$ cat src/rtl/traffic_pkg.sv
// rtl/traffic_pkg.sv - shared states, lamp encodings and default phase durations
package traffic_pkg;

    typedef enum logic [2:0] {
        ST_MAIN_GREEN  = 3'd0,
        ST_MAIN_YELLOW = 3'd1,
        ST_ALLRED_A    = 3'd2,
        ST_SIDE_GREEN  = 3'd3,
        ST_SIDE_YELLOW = 3'd4,
        ST_WALK        = 3'd5,
        ST_ALLRED_B    = 3'd6
    } state_t;

    localparam logic [2:0] LAMP_RED = 3'b100;
    localparam logic [2:0] LAMP_YEL = 3'b010;
    localparam logic [2:0] LAMP_GRN = 3'b001;

    localparam logic [3:0] DEF_MAIN_GREEN_T = 4'd10;
    localparam logic [3:0] DEF_SIDE_GREEN_T = 4'd6;
    localparam logic [3:0] DEF_YELLOW_T     = 4'd3;
    localparam logic [3:0] DEF_ALLRED_T     = 4'd1;
    localparam logic [3:0] DEF_WALK_T       = 4'd7;

endpackage

$ cat src/rtl/traffic_light_ctrl.sv
// rtl/traffic_light_ctrl.sv - intersection phase sequencer driving an external down-counter timer
module traffic_light_ctrl
    import traffic_pkg::*;
#(
    parameter logic [3:0] MAIN_GREEN_T = DEF_MAIN_GREEN_T,
    parameter logic [3:0] SIDE_GREEN_T = DEF_SIDE_GREEN_T,
    parameter logic [3:0] YELLOW_T     = DEF_YELLOW_T,
    parameter logic [3:0] ALLRED_T     = DEF_ALLRED_T,
    parameter logic [3:0] WALK_T       = DEF_WALK_T
) (
    input  logic       clk,
    input  logic       rst,
    input  logic       side_car,
    input  logic       walk_req,
    input  logic [3:0] timer_out,
    output logic       timer_load,
    output logic [3:0] timer_init,
    output logic       timer_en,
    output logic [2:0] main_light,
    output logic [2:0] side_light,
    output logic       walk
);

    state_t state_q, state_d;
    logic   fresh_q, fresh_d;
    logic   walk_pend_q, walk_pend_d;
    logic   expired;

    always_ff @(posedge clk or negedge rst) begin
        if (!rst) begin
            state_q     <= ST_MAIN_GREEN;
            fresh_q     <= 1'b1;
            walk_pend_q <= 1'b0;
        end else begin
            state_q     <= state_d;
            fresh_q     <= fresh_d;
            walk_pend_q <= walk_pend_d;
        end
    end

    // timer_out is stale during the load cycle, so it only counts once fresh has dropped
    always_comb begin
        state_d     = state_q;
        expired     = ~fresh_q & (timer_out == 4'd0);
        fresh_d     = expired;
        walk_pend_d = (walk_pend_q | walk_req) & (state_q != ST_WALK);
        if (expired) begin
            case (state_q)
                ST_MAIN_GREEN:  state_d = (side_car | walk_pend_q) ? ST_MAIN_YELLOW : ST_MAIN_GREEN;
                ST_MAIN_YELLOW: state_d = ST_ALLRED_A;
                ST_ALLRED_A:    state_d = walk_pend_q ? ST_WALK : ST_SIDE_GREEN;
                ST_SIDE_GREEN:  state_d = ST_SIDE_YELLOW;
                ST_SIDE_YELLOW: state_d = ST_ALLRED_B;
                ST_WALK:        state_d = ST_ALLRED_B;
                default:        state_d = ST_MAIN_GREEN;
            endcase
        end
    end

    always_comb begin
        main_light = LAMP_RED;
        side_light = LAMP_RED;
        walk       = 1'b0;
        timer_init = MAIN_GREEN_T;
        case (state_q)
            ST_MAIN_GREEN: begin
                main_light = LAMP_GRN;
                timer_init = MAIN_GREEN_T;
            end
            ST_MAIN_YELLOW: begin
                main_light = LAMP_YEL;
                timer_init = YELLOW_T;
            end
            ST_SIDE_GREEN: begin
                side_light = LAMP_GRN;
                timer_init = SIDE_GREEN_T;
            end
            ST_SIDE_YELLOW: begin
                side_light = LAMP_YEL;
                timer_init = YELLOW_T;
            end
            ST_WALK: begin
                walk       = 1'b1;
                timer_init = WALK_T;
            end
            default: timer_init = ALLRED_T;
        endcase
    end

    assign timer_load = fresh_q;
    assign timer_en   = ~fresh_q;

endmodule
$ cat config.mk
export PLATFORM = sky130hd
export DESIGN_NAME = traffic_light_ctrl
export DESIGN_NICKNAME = d
export VERILOG_FILES = /design/src/rtl/traffic_pkg.sv /design/src/rtl/traffic_light_ctrl.sv
export SDC_FILE = /design/constraint.sdc
export NUM_CORES = 1
export LEC_CHECK = 0
export BUFFER_PORTS_ARGS = -buffer_cell sky130_fd_sc_hd__buf_2
export CAP_MARGIN = 10
export CORE_AREA = 2 2 39 41
export DETAILED_ROUTE_END_ITERATION = 10
export DIE_AREA = 0 0 41 43
export PLACE_DENSITY = 0.59
export SKIP_LAST_GASP = 1
export SLEW_MARGIN = 20
export SYNTH_ARGS = -nofsm -noshare
export SYNTH_HDL_FRONTEND = slang
export SYNTH_SLANG_ARGS = --single-unit
$ cat constraint.sdc
create_clock -name clk -period 1.2 [get_ports clk]
set_input_delay 0.06 -clock clk [delete_from_list [all_inputs] [get_ports clk]]
set_output_delay 0.06 -clock clk [all_outputs]
set_load 0.01 [all_outputs]
# == After elaboration in Yosys (flattened, before gate mapping) ==
# Cells that the tools add are included.
# W data, S select, Z words.
# totals
ff_bits,5
inputBits,8
word_cells,25
# op_classes
eq_ne,6
mux,7
n_bitwise,5
reduce_logical,4
# ops
op,n
$pmux W4 S4,1
$pmux W3 S5,1
$pmux W3 S2,2
$eq A3 B2 Y1 const B,2
$eq A3 B3 Y1 const B,2
$logic_not A4 Y1,1
$reduce_or A2 Y1,2
$eq A3 B1 Y1 const B,1
$logic_not A3 Y1,1
$mux W3,1
$ne A3 B3 Y1 const B,1
$and A1 B1 Y1,2
$mux W1,2
$or A1 B1 Y1,2
$not A1 Y1,1

# == Depth between registers and ports, before layout ==
# logic_depth
ltp_word,3
depth_mapped,4

# == Worst setup path after synthesis ==
# OpenSTA, ideal clock, no wires.
# synth_timing
kind,register to output
start,register state_q[2]
end,output timer_init[3]
t_arrival_ns,1.254
slack_ns,-0.114
stages_incl_launch_ff,5
path_buffers,2
path_cell_list,dfrtp_1 clkbuf_1 or2_2 nor2_1 buf_4
# synth_between
elab_chain_len,3
elab_cells_between_ends,7
cone_classes,eq/ne: 4; mux: 1; reduce/logical: 2
# synth_rtl
element,line,source
from (decl),traffic_light_ctrl.sv:24,"state_t state_q, state_d;"
from (signal assigned),traffic_light_ctrl.sv:35,state_q <= state_d;
$eq A3 B3 Y1 / $eq A3 B1 Y1 (equally long branches),traffic_light_ctrl.sv:65,case (state_q)
$reduce_or A2 Y1 (no line),--,
$pmux W4 S4 (*),traffic_light_ctrl.sv:65,
to (decl),traffic_light_ctrl.sv:17,"output logic [3:0] timer_init,"
# Mark *: on every way between the ends. The rest lies on a longest branch, timed or not.

# == Worst setup path after layout ==
# layout_timing
start,register state_q[1]
end,output timer_init[2]
# The elaborated chain is that of the path after synthesis.

==> run metrics <==
Post-Synth Adder-Cell Area=0; WP data arrival=around 1200 ps; Cell Area, Placed=478.0 um2; Placement Rows=14; Unique masters post-synth=24; most frequent cells after synthesis=nor2_1, dfrtp_1, inv_1; status=finished, violations left; clock-pin slew on the worst setup and hold paths=approximately 40 ps; failing checks=setup timing; total power=between 0.0015 and 0.002 W; DPL Wire Length=658.9 um; mux contribution to synthesized area=0.02920; Cells after Synth=38; clock skew=approximately 1.7 ps; DR iter-0 viols=6; post-route setup slack=-86.04 ps; NumNets Final=79; Final Non-Filler Cells=between 80 and 90; crit start category=flop; vias in the first global route=344; die width=~41 um; gp weighted congestion=0.7605; synth-to-layout area growth=77.01%; Post-Synth XOR/XNOR Area=0.02555; clock root buffer=clkbuf_4; Slew HR=0.7563; layout cell share with drive strength beyond 1=0.6571; Clk Latency, worst-skew pair=roughly 240 ps; Vias/cell=roughly 4.2; CTS tree=yes; DRC Markers=0; Critical Path Fanout Max=6; Yosys reg bits=5; synth top area cells=dfrtp_1, nor2_1, dfstp_2; cts bufs inserted=3; maximum root-to-sink buffer count=2; drt wl/cell=roughly 9.9 um; pwr/cell area=about 2800 nW/um2; post-synthesis compound-gate area fraction=0.1496; dpl cells=between 70 and 80; starting density of the core=0.2477; Cell Area, Synth=~340 um2; Pins Over Slew Limit=0; HP Class=in -> reg; Detailed Route WL=about 850 um; CP Class=reg -> out; I/O pin cnt=21; die area=1763 um2; Peak supply drop=between 1000 and 1500 uV; Yosys top cell by area=dfrtp_1; area share of and/or/nand/nor cells after synthesis=0.3175; most common cell in the synthesized netlist=nor2_1; Die Span Y=~43 um; largest net degree at the start of global routing=8; dpl ws=-38.43 ps; FMAX=~780 MHz; initial antenna violation count=0; syn nets=between 40 and 50; dominant synthesized flop cell=dfrtp_1; fin area=about 600 um2; Final period util=1.072; Required @ worst endpoint=~1100 ps; minimum clock period=roughly 1300 ps; final hold vios=0; Synth Warn #=0; main combinational cell family by area after synthesis=simple AND/OR/NAND/NOR gates; global-route wire length before repair=approximately 1400 um; synthesized area per cell=between 9 and 10 um2; GR Util All Layers=0.1165; Worst-Margin Slew=~360 ps; top-area cell type share of the netlist area=0.2920; Post-synth EDFFs=0; endpoint type of the worst setup path=primary output; Final setup viols=8; vias=between 300 and 400; sequential share of the synthesized area=0.3686; core area=around 1400 um2; H-tree Lvls=1; IO Port Bufs=20; Final ANT Viol Nets=0; # diodes=0; DR pass1 iterations=3; unrepaired setup endpoints after global routing=true; Synth async-reset ratio=1.000; max_cap viols=0; gr ovfl total=0; leakage power=between 0.2 and 0.3 nW; # clock sinks=5
[power by group]
part	leakage (nW)	switching (W)	internal, W	total [W]
clock	0.0150	0.0000645	0.000125	0.000190
combinational	0.229	0.000503	0.000667	0.00117
sequential	0.0560	0.0000908	0.000239	0.000330
total	0.300	0.000659	0.00103	0.00169
[worst paths after layout]
path                              from            end  slack (ps)  cells past startpoint
max in group asynchronous          rst     timer_load         820                      2
min reg2reg                walk_pend_q    walk_pend_q         570                      2
min in group asynchronous          rst     state_q[1]         170                      2
max                         state_q[1]  timer_init[2]         -90                      4
max reg2reg                 state_q[1]     state_q[2]         -60                      4
min                           walk_req    walk_pend_q          40                      3
[metal layers]
metal  vias to the layer above  global-route usage  share of wire
li1                        192                   -              -
met1                       164              0.1391           0.44
met2                         8              0.1813           0.51
met3                         0             0.06283          0.052
met4                         0             0.02000              0
met5                         -                   0              0
[cells in the final DEF, fill, tap and decap left out]
cell type,synthesis,final
or2_4,0,1
clkbuf_4,0,3
clkbuf_1,2,1
buf_6,1,4
inv_1,3,1
nand2b_1,1,1
a22o_1,1,1
o311ai_1,0,1
o41ai_2,1,1
dfstp_2,1,1
nor3b_1,1,1
dfrtp_1,4,3
nor4_1,1,1
dlygate4sd3_1,0,1
buf_4,1,10
nor3b_4,0,1
or4b_4,1,1
mux2i_1,1,1
o31ai_1,1,1
buf_2,0,17
inv_2,0,2
o21ai_2,0,1
nand3b_1,1,1
nor2_1,8,7
nor2_4,0,1
or2_1,1,1
and2_1,1,1
or2_2,2,1
o21ai_0,1,1
xnor2_2,0,1
dfrtp_2,0,1
[layout make-up]
cell class / count / area (um2)
repair buffers: 32 / 215.2
flip-flops and latches: 5 / 127.6
clock buffers: 4 / 26.28
fillers: 135 / 777.0
inverters: 3 / 11.26
multi-input cells: 26 / 206.4
well taps: 16 / 20.02
[logic make-up (layout without fill, tap and decap cells)]
group | count (synthesis) | after routing
XOR/XNOR | 1 | 1
flip-flops | 5 | 5
AND/OR/NAND/NOR | 18 | 18
buffers and inverters | 7 | 39
AO/OA/AOI/OAI | 6 | 6
multiplexers | 1 | 1
[sequential cells by signal (all words and copies together), names as in the netlist]
name         count
timer_load       1
walk_pend_q      1
state_q          3
[worst max-delay path, stage by stage, from the launching register on]
cell,delay [ps]
dfrtp_1,380
buf_6,130
nor3b_4,150
or2_1,200
buf_2,140
[through the flow]
step           utilization  TNS, ps  hold slack (ps)
3_3_place_gp        0.3454   -12.00           -116.8
5_1_grt             0.4385    -1084            37.95
3_5_place_dp        0.3454   -38.43           -114.9
4_1_cts             0.4277   -566.7            34.77
6_report            0.4385   -471.2            44.92
2_1_floorplan            -   -67.99           -235.6
[what timing repair did]
item / CTS / global route
pin swaps: 3 / 1
setup endpoints to repair: 11 / 13
resized for setup: 9 / 2
hold endpoints to repair: 5 / 0
buffers inserted: 5 / 2
hold buffers: 1 / 0
Note: power is estimated with default switching activity, not from simulation.
